--- src/rtl/id_issue_stage_pkg.sv ---
// Shared constants, types and the instruction-class decoder for the ID/issue stage.
// No ports; imported by id_issue_stage and id_scoreboard.
package id_issue_stage_pkg;

  localparam int unsigned REG_BUS  = 5;
  localparam int unsigned NUM_REGS = 32;

  localparam logic [7:0]  INST_NONE = 8'h00;
  localparam logic [7:0]  INST_ADD  = 8'h01;

  localparam logic [63:0] ZERO_WORD = 64'h0;

  localparam logic [6:0]  OPC_OP     = 7'b0110011;
  localparam logic [6:0]  OPC_OP_IMM = 7'b0010011;
  localparam logic [6:0]  OPC_LUI    = 7'b0110111;
  localparam logic [6:0]  OPC_AUIPC  = 7'b0010111;

  typedef enum logic {S_EMPTY, S_FULL} slot_state_t;

  typedef enum logic [1:0] {OP1_ZERO, OP1_RS1, OP1_PC} op1_sel_t;
  typedef enum logic [1:0] {OP2_ZERO, OP2_RS2, OP2_IMM_I, OP2_IMM_U} op2_sel_t;

  typedef struct packed {
    logic     legal;
    logic     rs1_used;
    logic     rs2_used;
    op1_sel_t op1_sel;
    op2_sel_t op2_sel;
  } dec_ctl_t;

  // Classify an instruction word into operand sources and register usage.
  function automatic dec_ctl_t decode_ctl(input logic [31:0] inst);
    dec_ctl_t c;
    c.legal    = 1'b0;
    c.rs1_used = 1'b0;
    c.rs2_used = 1'b0;
    c.op1_sel  = OP1_ZERO;
    c.op2_sel  = OP2_ZERO;
    case (inst[6:0])
      OPC_OP: begin
        if (inst[14:12] == 3'b000 && inst[31:25] == 7'b0000000) begin
          c.legal    = 1'b1;
          c.rs1_used = 1'b1;
          c.rs2_used = 1'b1;
          c.op1_sel  = OP1_RS1;
          c.op2_sel  = OP2_RS2;
        end
      end
      OPC_OP_IMM: begin
        if (inst[14:12] == 3'b000) begin
          c.legal    = 1'b1;
          c.rs1_used = 1'b1;
          c.op1_sel  = OP1_RS1;
          c.op2_sel  = OP2_IMM_I;
        end
      end
      OPC_LUI: begin
        c.legal   = 1'b1;
        c.op2_sel = OP2_IMM_U;
      end
      OPC_AUIPC: begin
        c.legal   = 1'b1;
        c.op1_sel = OP1_PC;
        c.op2_sel = OP2_IMM_U;
      end
      default: ;
    endcase
    return c;
  endfunction

endpackage

--- src/rtl/id_scoreboard.sv ---
// Register busy scoreboard: one bit per architectural register.
// Ports: set_en/set_addr (issue of a writer), clr_en/clr_addr (writeback),
// kill_en/kill_addr (flushed slot), three query indices with use flags,
// hazard_c (combinational, from registered busy bits only).
module id_scoreboard
  import id_issue_stage_pkg::*;
(
  input  logic               clk,
  input  logic               rst,
  input  logic               set_en,
  input  logic [REG_BUS-1:0] set_addr,
  input  logic               clr_en,
  input  logic [REG_BUS-1:0] clr_addr,
  input  logic               kill_en,
  input  logic [REG_BUS-1:0] kill_addr,
  input  logic [REG_BUS-1:0] rs1_addr,
  input  logic               rs1_used,
  input  logic [REG_BUS-1:0] rs2_addr,
  input  logic               rs2_used,
  input  logic [REG_BUS-1:0] rd_addr,
  input  logic               rd_used,
  output logic               hazard_c
);

  logic [NUM_REGS-1:0] busy_q;
  logic [NUM_REGS-1:0] busy_d;

  // Clears first, then set, so a same-index set survives; x0 is pinned idle.
  always_comb begin
    busy_d = busy_q;
    if (clr_en)  busy_d[clr_addr]  = 1'b0;
    if (kill_en) busy_d[kill_addr] = 1'b0;
    if (set_en)  busy_d[set_addr]  = 1'b1;
    busy_d[0] = 1'b0;
  end

  always_ff @(posedge clk or negedge rst) begin
    if (!rst) busy_q <= '0;
    else      busy_q <= busy_d;
  end

  assign hazard_c = (rs1_used && busy_q[rs1_addr]) ||
                    (rs2_used && busy_q[rs2_addr]) ||
                    (rd_used  && busy_q[rd_addr]);

endmodule

--- src/rtl/id_issue_stage.sv ---
// Decode/issue stage: decodes the RV64 add-class subset, interlocks on a busy
// scoreboard and holds one registered issue slot toward execute.
// Ports: if_* fetch handshake, rs*_addr/rs*_data regfile read, ex_* issue slot
// (inst_type, op1, op2, rd_addr, rd_wen, illegal), wb_* scoreboard release,
// flush kills the slot. rst is asynchronous active-low.
// Optional: define ID_PERF_EN to add perf_issue/perf_stall counters.
module id_issue_stage
  import id_issue_stage_pkg::*;
#(
  parameter int unsigned XLEN   = 64,
  parameter int unsigned TYPE_W = 8
) (
  input  logic               clk,
  input  logic               rst,
  input  logic               if_valid,
  output logic               if_ready,
  input  logic [31:0]        if_inst,
  input  logic [XLEN-1:0]    if_pc,
  output logic [REG_BUS-1:0] rs1_addr,
  input  logic [XLEN-1:0]    rs1_data,
  output logic [REG_BUS-1:0] rs2_addr,
  input  logic [XLEN-1:0]    rs2_data,
  output logic               ex_valid,
  input  logic               ex_ready,
  output logic [TYPE_W-1:0]  inst_type,
  output logic [XLEN-1:0]    op1,
  output logic [XLEN-1:0]    op2,
  output logic [REG_BUS-1:0] rd_addr,
  output logic               rd_wen,
  output logic               illegal,
  input  logic               wb_valid,
  input  logic [REG_BUS-1:0] wb_addr,
  input  logic               flush
`ifdef ID_PERF_EN
  ,
  output logic [31:0]        perf_issue,
  output logic [31:0]        perf_stall
`endif
);

  slot_state_t        state_q, state_d;
  dec_ctl_t           ctl;
  logic [REG_BUS-1:0] rd_c;
  logic               rd_wen_c;
  logic [XLEN-1:0]    imm_i, imm_u;
  logic [XLEN-1:0]    op1_c, op2_c;
  logic               hazard_c;
  logic               accept_c;
  logic               kill_c;

  // Decode of the offered instruction
  assign ctl      = decode_ctl(if_inst);
  assign rs1_addr = if_inst[19:15];
  assign rs2_addr = if_inst[24:20];
  assign rd_c     = if_inst[11:7];
  assign rd_wen_c = ctl.legal && (rd_c != '0);
  assign imm_i    = {{(XLEN-12){if_inst[31]}}, if_inst[31:20]};
  assign imm_u    = {{(XLEN-32){if_inst[31]}}, if_inst[31:12], 12'h000};

  always_comb begin
    op1_c = '0;
    op2_c = '0;
    case (ctl.op1_sel)
      OP1_RS1: op1_c = rs1_data;
      OP1_PC:  op1_c = if_pc;
      default: op1_c = '0;
    endcase
    case (ctl.op2_sel)
      OP2_RS2:   op2_c = rs2_data;
      OP2_IMM_I: op2_c = imm_i;
      OP2_IMM_U: op2_c = imm_u;
      default:   op2_c = '0;
    endcase
  end

  // Handshake; rst gates if_ready so nothing is taken while held in reset
  assign if_ready = rst && !flush && !hazard_c && (state_q == S_EMPTY || ex_ready);
  assign accept_c = if_valid && if_ready;
  assign kill_c   = flush && (state_q == S_FULL) && rd_wen;

  id_scoreboard u_sb (
    .clk      (clk),
    .rst      (rst),
    .set_en   (accept_c && rd_wen_c),
    .set_addr (rd_c),
    .clr_en   (wb_valid),
    .clr_addr (wb_addr),
    .kill_en  (kill_c),
    .kill_addr(rd_addr),
    .rs1_addr (rs1_addr),
    .rs1_used (ctl.rs1_used),
    .rs2_addr (rs2_addr),
    .rs2_used (ctl.rs2_used),
    .rd_addr  (rd_c),
    .rd_used  (rd_wen_c),
    .hazard_c (hazard_c)
  );

  // Issue slot state register
  always_ff @(posedge clk or negedge rst) begin
    if (!rst) state_q <= S_EMPTY;
    else      state_q <= state_d;
  end

  // Issue slot next state
  always_comb begin
    state_d = state_q;
    case (state_q)
      S_EMPTY: if (accept_c) state_d = S_FULL;
      S_FULL: begin
        if (flush)                      state_d = S_EMPTY;
        else if (ex_ready && !accept_c) state_d = S_EMPTY;
      end
      default: state_d = S_EMPTY;
    endcase
  end

  assign ex_valid = (state_q == S_FULL);

  // Slot payload: loaded only on accept, otherwise held
  always_ff @(posedge clk or negedge rst) begin
    if (!rst) begin
      inst_type <= TYPE_W'(INST_NONE);
      op1       <= XLEN'(ZERO_WORD);
      op2       <= XLEN'(ZERO_WORD);
      rd_addr   <= '0;
      rd_wen    <= 1'b0;
      illegal   <= 1'b0;
    end else if (accept_c) begin
      inst_type <= ctl.legal ? TYPE_W'(INST_ADD) : TYPE_W'(INST_NONE);
      op1       <= op1_c;
      op2       <= op2_c;
      rd_addr   <= rd_c;
      rd_wen    <= rd_wen_c;
      illegal   <= !ctl.legal;
    end
  end

`ifdef ID_PERF_EN
  // Free-running event counters, wrap modulo 2^32
  always_ff @(posedge clk or negedge rst) begin
    if (!rst) begin
      perf_issue <= '0;
      perf_stall <= '0;
    end else begin
      if (accept_c)              perf_issue <= perf_issue + 32'd1;
      if (if_valid && hazard_c)  perf_stall <= perf_stall + 32'd1;
    end
  end
`endif

endmodule

--- config.mk ---
export PLATFORM = sky130hd
export DESIGN_NAME = id_issue_stage
export DESIGN_NICKNAME = d
export VERILOG_FILES = /design/src/rtl/id_issue_stage_pkg.sv /design/src/rtl/id_scoreboard.sv /design/src/rtl/id_issue_stage.sv
export SDC_FILE = /design/constraint.sdc
export NUM_CORES = 1
export LEC_CHECK = 0
export BUFFER_PORTS_ARGS = -buffer_cell sky130_fd_sc_hd__buf_4
export CORE_AREA = 4 4 149 151
export DETAILED_ROUTE_END_ITERATION = 12
export DIE_AREA = 0 0 153 155
export HOLD_SLACK_MARGIN = 0.1
export PLACE_DENSITY = 0.85
export SYNTH_ARGS = -nofsm -noshare
export SYNTH_HDL_FRONTEND = slang
export SYNTH_SLANG_ARGS = --single-unit
--- constraint.sdc ---
create_clock -name clk -period 6.75 [get_ports clk]
set_input_delay 0.675 -clock clk [delete_from_list [all_inputs] [get_ports clk]]
set_output_delay 0.675 -clock clk [all_outputs]
set_load 0.1 [all_outputs]
Word-level counts from Yosys, hierarchy flattened
Index checks and enable logic that the tools add are counted.
{"block": "word_totals", "in_bits": 235, "reg_bits": 175, "output_inout_bits": 155}
{"block": "classes", "n_reduce_logical": 27, "mux": 30, "n_lt_le_gt_ge": 8, "n_eq_ne": 9, "bitwise": 6}
{"op": "$pmux W64 S3", "n": 1}
{"op": "$pmux W64 S2", "n": 1}
{"op": "$mux W32", "n": 3}
{"op": "$and A32 B32 Y32", "n": 2}
{"op": "$not A32 Y32", "n": 2}
{"op": "$or A32 B32 Y32", "n": 1}
{"op": "$lt A5 B6 Y1 const B", "n": 5}
{"op": "$logic_and A1 B1 Y1", "n": 16}
{"op": "$bmux W1 S5", "n": 3}
{"op": "$demux W1 S5", "n": 3}
{"op": "$ge A5 B1 Y1 const B", "n": 3}
{"op": "$eq A7 B5 Y1 const B", "n": 2}
{"op": "$eq A7 B6 Y1 const B", "n": 2}
{"op": "$pmux W2 S3", "n": 2}
{"op": "$mux W1", "n": 11}
{"op": "$logic_not A7 Y1", "n": 1}
{"op": "$mux W7", "n": 1}
{"op": "$eq A2 B2 Y1 const B", "n": 3}
{"op": "$reduce_bool A5 Y1", "n": 1}
{"op": "$eq A2 B1 Y1 const B", "n": 2}
{"op": "$logic_not A1 Y1", "n": 4}
{"op": "$pmux W1 S2", "n": 2}
{"op": "$logic_not A3 Y1", "n": 1}
{"op": "$logic_or A1 B1 Y1", "n": 3}
{"op": "5 further kinds", "n": 5}

Depth between registers and ports, before layout
Gate-level depths: netlist of the first run.
{"block": "depth", "word_depth": 16, "depth_mapped": 13, "mapped_depth_nobuf": 9}

Hierarchy
From an unflattened synthesis of the first run, not the netlist that was laid out.
{"block": "unflattened", "hier_cells": 988, "hier_area_um2": 9410.3}
{"mod": "id_issue_stage", "cells_each": 722, "area_each_um2": 6874.1, "n_inst": 1, "seq_area_each_um2": 3428.3}
{"mod": "id_scoreboard", "cells_each": 266, "area_each_um2": 2536.2, "n_inst": 1, "seq_area_each_um2": 775.7}

Worst setup path after synthesis of the first run
No wires, ideal clock.
{"block": "synth_path", "path_kind": "input-to-output", "startpoint": "input if_inst[17]", "endpoint": "output if_ready", "slack_ns": 3.234, "arrival_ns": 2.841, "path_stages": 6, "path_cell_list": "clkbuf_1 > mux4_2 > o21ai_0 > o32ai_1 > o21ai_0 > and2_1"}
{"block": "synth_via", "elab_chain_cells": 8}
{"element": "start, declared", "line_no": "id_issue_stage.sv:17", "rtl": "input logic [31:0] if_inst,"}
{"element": "$bmux W1 S5", "line_no": "id_scoreboard.sv:42", "rtl": "assign hazard_c = (rs1_used && busy_q[rs1_addr]) ||"}
{"element": "$mux W1 (implied by the code)", "line_no": "id_scoreboard.sv:42"}
{"element": "$logic_and A1 B1 Y1", "line_no": "id_scoreboard.sv:42"}
{"element": "$logic_or A1 B1 Y1", "line_no": "id_scoreboard.sv:42"}
{"element": "$logic_or A1 B1 Y1", "line_no": "id_scoreboard.sv:43", "rtl": "(rs2_used && busy_q[rs2_addr]) ||"}
{"element": "$logic_not A1 Y1", "line_no": "id_issue_stage.sv:77", "rtl": "assign if_ready = rst && !flush && !hazard_c && (state_q == S_EMPTY || ex_ready);"}
{"element": "$logic_and A1 B1 Y1 (2 in series)", "line_no": "id_issue_stage.sv:77"}
{"element": "end, declared", "line_no": "id_issue_stage.sv:16", "rtl": "output logic if_ready,"}
Every way passes these cells. The select of a mux whose other input is x is not followed.

Worst setup path after layout of the first run
{"block": "layout_path", "startpoint": "input if_inst[8]", "endpoint": "register op1[2]"}
{"block": "layout_via", "elab_chain_cells": 8, "elab_cells_between_ends": 10}
{"element": "$bmux W1 S5 or $reduce_bool A5 Y1 (tied branches)", "line_no": "id_scoreboard.sv:44, id_issue_stage.sv:56"}
{"element": "$mux W1 (implied by the code) or $logic_and A1 B1 Y1 (tied branches)", "line_no": "id_scoreboard.sv:44, id_issue_stage.sv:56"}
{"element": "$logic_and A1 B1 Y1 *", "line_no": "id_scoreboard.sv:44", "rtl": "(rd_used && busy_q[rd_addr]);"}
{"element": "$logic_or A1 B1 Y1 *", "line_no": "id_scoreboard.sv:43"}
{"element": "$logic_not A1 Y1 *", "line_no": "id_issue_stage.sv:77"}
{"element": "$logic_and A1 B1 Y1 * (2 in series)", "line_no": "id_issue_stage.sv:77"}
{"element": "$logic_and A1 B1 Y1 *", "line_no": "id_issue_stage.sv:78", "rtl": "assign accept_c = if_valid && if_ready;"}
{"element": "end signal, assigned", "line_no": "id_issue_stage.sv:124", "rtl": "op1 <= XLEN'(ZERO_WORD);"}
{"element": "end signal, assigned", "line_no": "id_issue_stage.sv:131", "rtl": "op1 <= op1_c;"}
{"element": "end, declared", "line_no": "id_issue_stage.sv:26", "rtl": "output logic [XLEN-1:0] op1,"}
Every way passes the cells marked *; elsewhere a longest branch is shown, timed or not. The select of a mux whose other input is x is not followed.
A chain may end at the register's enable or synchronous reset.

==> flow_summary.ini, run 1 <==
[run_status]
status = completed

[final_layout]
layout-area-overhead-vs-synth_pct = 34.4
nNetsFinal = 1397
final-seq-area_um2 = 4200
n_fill_cell = 1628
n_antenna_cell = 0
drive_gt1_share_pct = 50.0
multi_input_area_um2 = 4940

[cts]
clk_pin_slew_ns = 0.07
clock_latency_ns = 0.43
post-cts-setup-buffers = 0
max-clock-path-buffers = 2
ctsHoldBuffers = 0
post_cts_resized = 0
cts-htree-levels = 4
cts_tree = yes
cts_buffers = 17
clock-sinks = 168
root_buffer = clkbuf_16

[floorplan]
io_pins = 390
die_y_um = 155
start_util_pct = 46.8
core_um2 = 20800
fp.dieW_um = 153
row_count = 53
dieArea_um2 = 23700

[min_path]
hold_class = input pin to async pin

[yosys]
synth_edf_count = 0
syn_area_um2 = 9740
yosysWarningCount = 0
synth_cells = 836
synth_cell_types = 55
ys.flop_type = dfrtp_1
synth_top_cell_by_area = dfrtp_1
async_flop_share_pct = 100
synth_most_common_cell = dfrtp_1
synth.area.top_cells = dfrtp_1, mux2_4, mux2_2
avgSynthCellArea_um2 = 11.7
yosys-top-cells-count = dfrtp_1, mux2_4, nor2_1
yosysSeqAreaShare_pct = 43.1
synth_top_area_share_pct = 43.1
synth_seq_cells = 168

[timing]
min_period_over_period_pct = 50.7
slew_violations = 0
rsz0062_at_grt = false
setup_viol = 0
slew_headroom_pct = 13.2
hold_violations = 0
finalCriticalPeriod_ns = 3.42
max_freq_mhz = 292
worst_pin_slew_ns = 1.30
skew_ns = 0.0192
finalSetupTns_ns = 0

[setup_path]
end_kind = flip-flop
crit_fanout = 35
cp-start-kind = input pin
cp.required_ns = 7.05
critPathKind = input pin to flip-flop
crit_arrival_ns = 3.72

[placement]
detailed_place_hpwl_um = 23600
gp_congestion = 0.936
io_buffers = 382

[global_routing]
grt_pass1_vias = 8720
grt_use_total_pct = 26.0
grt_pass1_wl_um = 49300
grt_antenna_before_repair = 1
grt_max_degree = 95
grt_overflow = 0

[drt]
routedWlPerCell_um = 22.4
routed_via_density = 6.02
routed_wl_um = 32400
drcViolationCount = 0
drt_iter0_drc = 988
vias = 8718
postRouteAntennaNets = 0
drtPass1Iterations = 5

[pwr]
p_per_area_nw_per_um2 = 189
finalPower_uw = 2480
ir_worst_vdd_mv = 0.159
leakage_uw = 0.00653

[run]
maxCapViolations = 0
==> stage by stage <==
| step | utilization (%) | hold WS (ns) | cell area [µm²] | setup slack (ns) | cells |
|---|---|---|---|---|---|
| 2_1_floorplan | - | 0.379 | 9770 | 3.23 | 842 |
| 3_3_place_gp | 59.9 | 0.475 | 12500 | 3.05 | 1416 |
| 4_1_cts | 62.9 | 0.365 | 13100 | 3.37 | 1448 |
| 5_1_grt | 62.9 | 0.404 | 13100 | 3.24 | 1448 |
| 6_report | 62.9 | 0.318 | 13100 | 3.33 | 1448 |
| 3_5_place_dp | 59.9 | 0.487 | 12500 | 2.96 | 1416 |
==> logic make-up after synthesis <==
group / synth area share [%]
AOI/OAI and AO/OA: 17.0
and+or+nand+nor: 8.67
muxes: 24.2
DFF: 43.1
buffers and inverters: 6.66
adders and majority gates: 0.257
other: 0.0385
==> path summary, 6_finish.rpt <==
kind                            depth (start not counted)              to            from  slack [ns]
worst max-delay path                                    9          op1[2]      if_inst[8]        3.33
worst min-delay path                                    1  u_sb.busy_q[6]             rst        0.32
worst max register to register                          8          op1[2]  u_sb.busy_q[6]        3.40
worst min register to register                          1         op1[60]         op1[60]        0.50
max in group asynchronous                               2         op2[43]             rst        4.92
min in group clk                                        1         op1[60]         op1[60]        0.50
==> cells in the final DEF (no fill, tap or decap), drive strengths merged, types with 2 or more instances in the layout <==
cell type	Yosys	routed
a211oi	3	3
a21oi	37	37
a221o	19	19
a22o	11	11
a22oi	65	65
and2	3	3
and3b	2	2
buf	54	393
bufinv	0	3
clkbuf	40	18
clkinv	0	4
conb	1	7
dfrtp	168	168
ha	2	2
inv	8	14
mux2	141	141
mux2i	11	11
mux4	16	16
nand2	49	49
nand2b	5	5
nand3	9	9
nand3b	11	11
nor2	80	80
nor2b	3	3
nor4	2	2
o21ai	6	6
o221ai	31	31
o22ai	3	3
o41ai	31	31
or3	4	4
or3b	6	6
==> flip-flops by register name (all words and copies together) (netlist names) <==
| signal | cells |
|---|---|
| ex_valid | 1 |
| inst_type | 1 |
| op1 | 64 |
| rd_wen | 1 |
| u_sb.busy_q | 31 |
| rd_addr | 5 |
| op2 | 64 |
| illegal | 1 |
==> power by group <==
| part | internal [µW] | switching [µW] |
|---|---|---|
| combinational | 149 | 254 |
| clock | 594 | 442 |
| sequential | 1020 | 21.3 |
==> critical path, cell delays in order <==
cell	delay (ns)
buf_4	0.27
mux2_2	0.22
o22ai_1	0.08
or4b_1	0.53
o31a_1	0.15
o311a_1	0.40
nand3_4	0.37
buf_4	0.63
mux2_4	0.35
==> layer usage <==
layer	vias up	part of all wire (%)	GRT usage [%]
met5	-	0.040	0
met4	2	3.6	10.1
met3	99	9.1	6.40
met2	492	49	42.8
met1	4312	38	33.3
li1	3813	-	-
==> cell type report <==
type | count | area share [%]
tap | 275 | 2.63
clock buffer | 18 | 3.28
inverter | 8 | 0.229
timing repair buffer | 393 | 22.6
multi-input combinational | 572 | 37.7
clock inverter | 14 | 1.42
sequential | 168 | 32.1
Power figures use the tool's default switching activity.
==> inputs of run 2 (changes only) <==
==> constraint.sdc (replaced) <==
create_clock -name clk -period 3.45 [get_ports clk]
set_input_delay 0.345 -clock clk [delete_from_list [all_inputs] [get_ports clk]]
set_output_delay 0.345 -clock clk [all_outputs]
set_load 0.1 [all_outputs]
==> run 2 against run 1 <==
Effect of this change: core utilization increased by 0.34 points; sequential share of layout area decreased by 0.17 points; clock skew decreased by 0.0030 ns; largest power group unchanged; clock power increased by 90%; count of clock-buffer cells in the layout decreased by 1; power increased by 94%; final cell count increased by 0.28%.
==> flow_summary.ini, run 2 (synthesized netlist as in run 1, its figures left out) <==
[drt]
vias = 8842
top_layer_used = met4
routedWlPerCell_um = 22.8
wl_met1_um = 12700
routed_via_density = 6.09
met2_length_um = 16500
drtPass1Iterations = 6
drt_iter0_drc = 799
routed_wl_um = 33100
drcViolationCount = 0
wl_met3_um = 2830
postRouteAntennaNets = 0

[min_path]
hold_class = input pin to flip-flop

[timing]
setup_viol = 0
finalCriticalPeriod_ns = 3.01
hold_slack_ns = 0.171
slew_headroom_pct = 11.0
layout_setup_ws_ns = 0.443
hold_violations = 0
rsz0062_at_grt = false
finalSetupTns_ns = 0
min_period_over_period_pct = 87.2
skew_ns = 0.0162
max_freq_mhz = 333
worst_pin_slew_ns = 1.33
slew_violations = 0

[cts]
post_cts_resized = 0
cts-htree-levels = 4
clock-sinks = 168
clk_pin_slew_ns = 0.07
cts_buffers = 17
cts_tree = yes
max-clock-path-buffers = 2
clock_latency_ns = 0.42
root_buffer = clkbuf_16

[final_layout]
n_antenna_cell = 0
n_fill_cell = 1619
layout-area-overhead-vs-synth_pct = 35.1
final_common_cell = buf_4
layout_common_cells = buf_4, dfrtp_1, mux2_4
drive_gt1_share_pct = 50.1
largestRegisters = op1 x64, op2 x64, u_sb.busy_q x31
fin_area_um2 = 13200
nNetsFinal = 1401

[run]
maxCapViolations = 0

[setup_path]
cp-start-kind = flip-flop
critPathKind = flip-flop to output pin
crit_fanout = 4
rrSetupSlack_ns = 0.48
crit_arrival_ns = 2.66
cp.required_ns = 3.11
end_kind = output pin

[placement]
dp_slack_ns = 0.352
io_buffers = 382
detailed_place_hpwl_um = 23800
gp_congestion = 0.937
placed_area_um2 = 12600

[pwr]
ir_worst_vdd_mv = 0.323
p_per_area_nw_per_um2 = 366
leakage_uw = 0.00656

[run_status]
status = completed

[floorplan]
dieArea_um2 = 23700
die_y_um = 155
start_util_pct = 46.8
core_um2 = 20800
fp.dieW_um = 153
row_count = 53
io_pins = 390

[global_routing]
grt_pass1_vias = 8820
grt_overflow = 0
grt_max_degree = 166
grt_use_total_pct = 26.3
grt_antenna_before_repair = 0
grt_pass1_wl_um = 50000
## run 2: critical path: stages, from the launching register on
cell      delay (ns)
dfrtp_1         0.47
mux2i_1         0.11
mux4_2          0.49
mux4_2          0.49
nand2b_1        0.16
o311a_1         0.14
and2_1          0.15
buf_4           0.23
## run 2: metrics by stage
step | total power (µW) | cells | utilization (%)
finish | 4810 | 1452 | 63.2
global route | 4970 | 1452 | 63.2
floorplan | 2510 | 842 | -
global placement | 2850 | 1419 | 60.3
CTS | 4850 | 1452 | 63.2
detailed placement | 2860 | 1419 | 60.3
## run 2: report_power, final
part           switching [µW]  internal [µW]  total, µW
Clock                     885           1100       1980
Sequential               41.9           1990       2030
Combinational             501            296        797
## run 2: cell type report
class | count | area (µm²) | share of cell area, %
tap | 275 | 344 | 2.61
sequential | 168 | 4200 | 31.9
clock buffer | 17 | 425 | 3.23
multi-input combinational | 572 | 4940 | 37.5
clock inverter | 15 | 178 | 1.35
timing repair buffer | 397 | 3050 | 23.2
inverter | 8 | 30.0 | 0.228
## run 2: layer usage
layer	vias to the layer above	GRT usage [%]
met5	-	0
met1	4419	33.9
li1	3823	-
met2	521	44.2
met3	79	5.65
met4	0	9.50
## run 2: path summary, 6_finish.rpt
kind / start / to / cells after the start
max: u_sb.busy_q[7] / if_ready / 7
min: flush / ex_valid / 2
max reg2reg: u_sb.busy_q[7] / op2[47] / 8
min reg2reg: op1[62] / op1[62] / 1
max in group asynchronous: rst / u_sb.busy_q[24] / 3
min in group asynchronous: rst / u_sb.busy_q[17] / 2
## run 2: repair_timing
action | 4_1_cts | 5_1_grt
hold buffers | 1 | 0
endpoints found under the hold margin | 3 | 0
setup buffers | 0 | 0
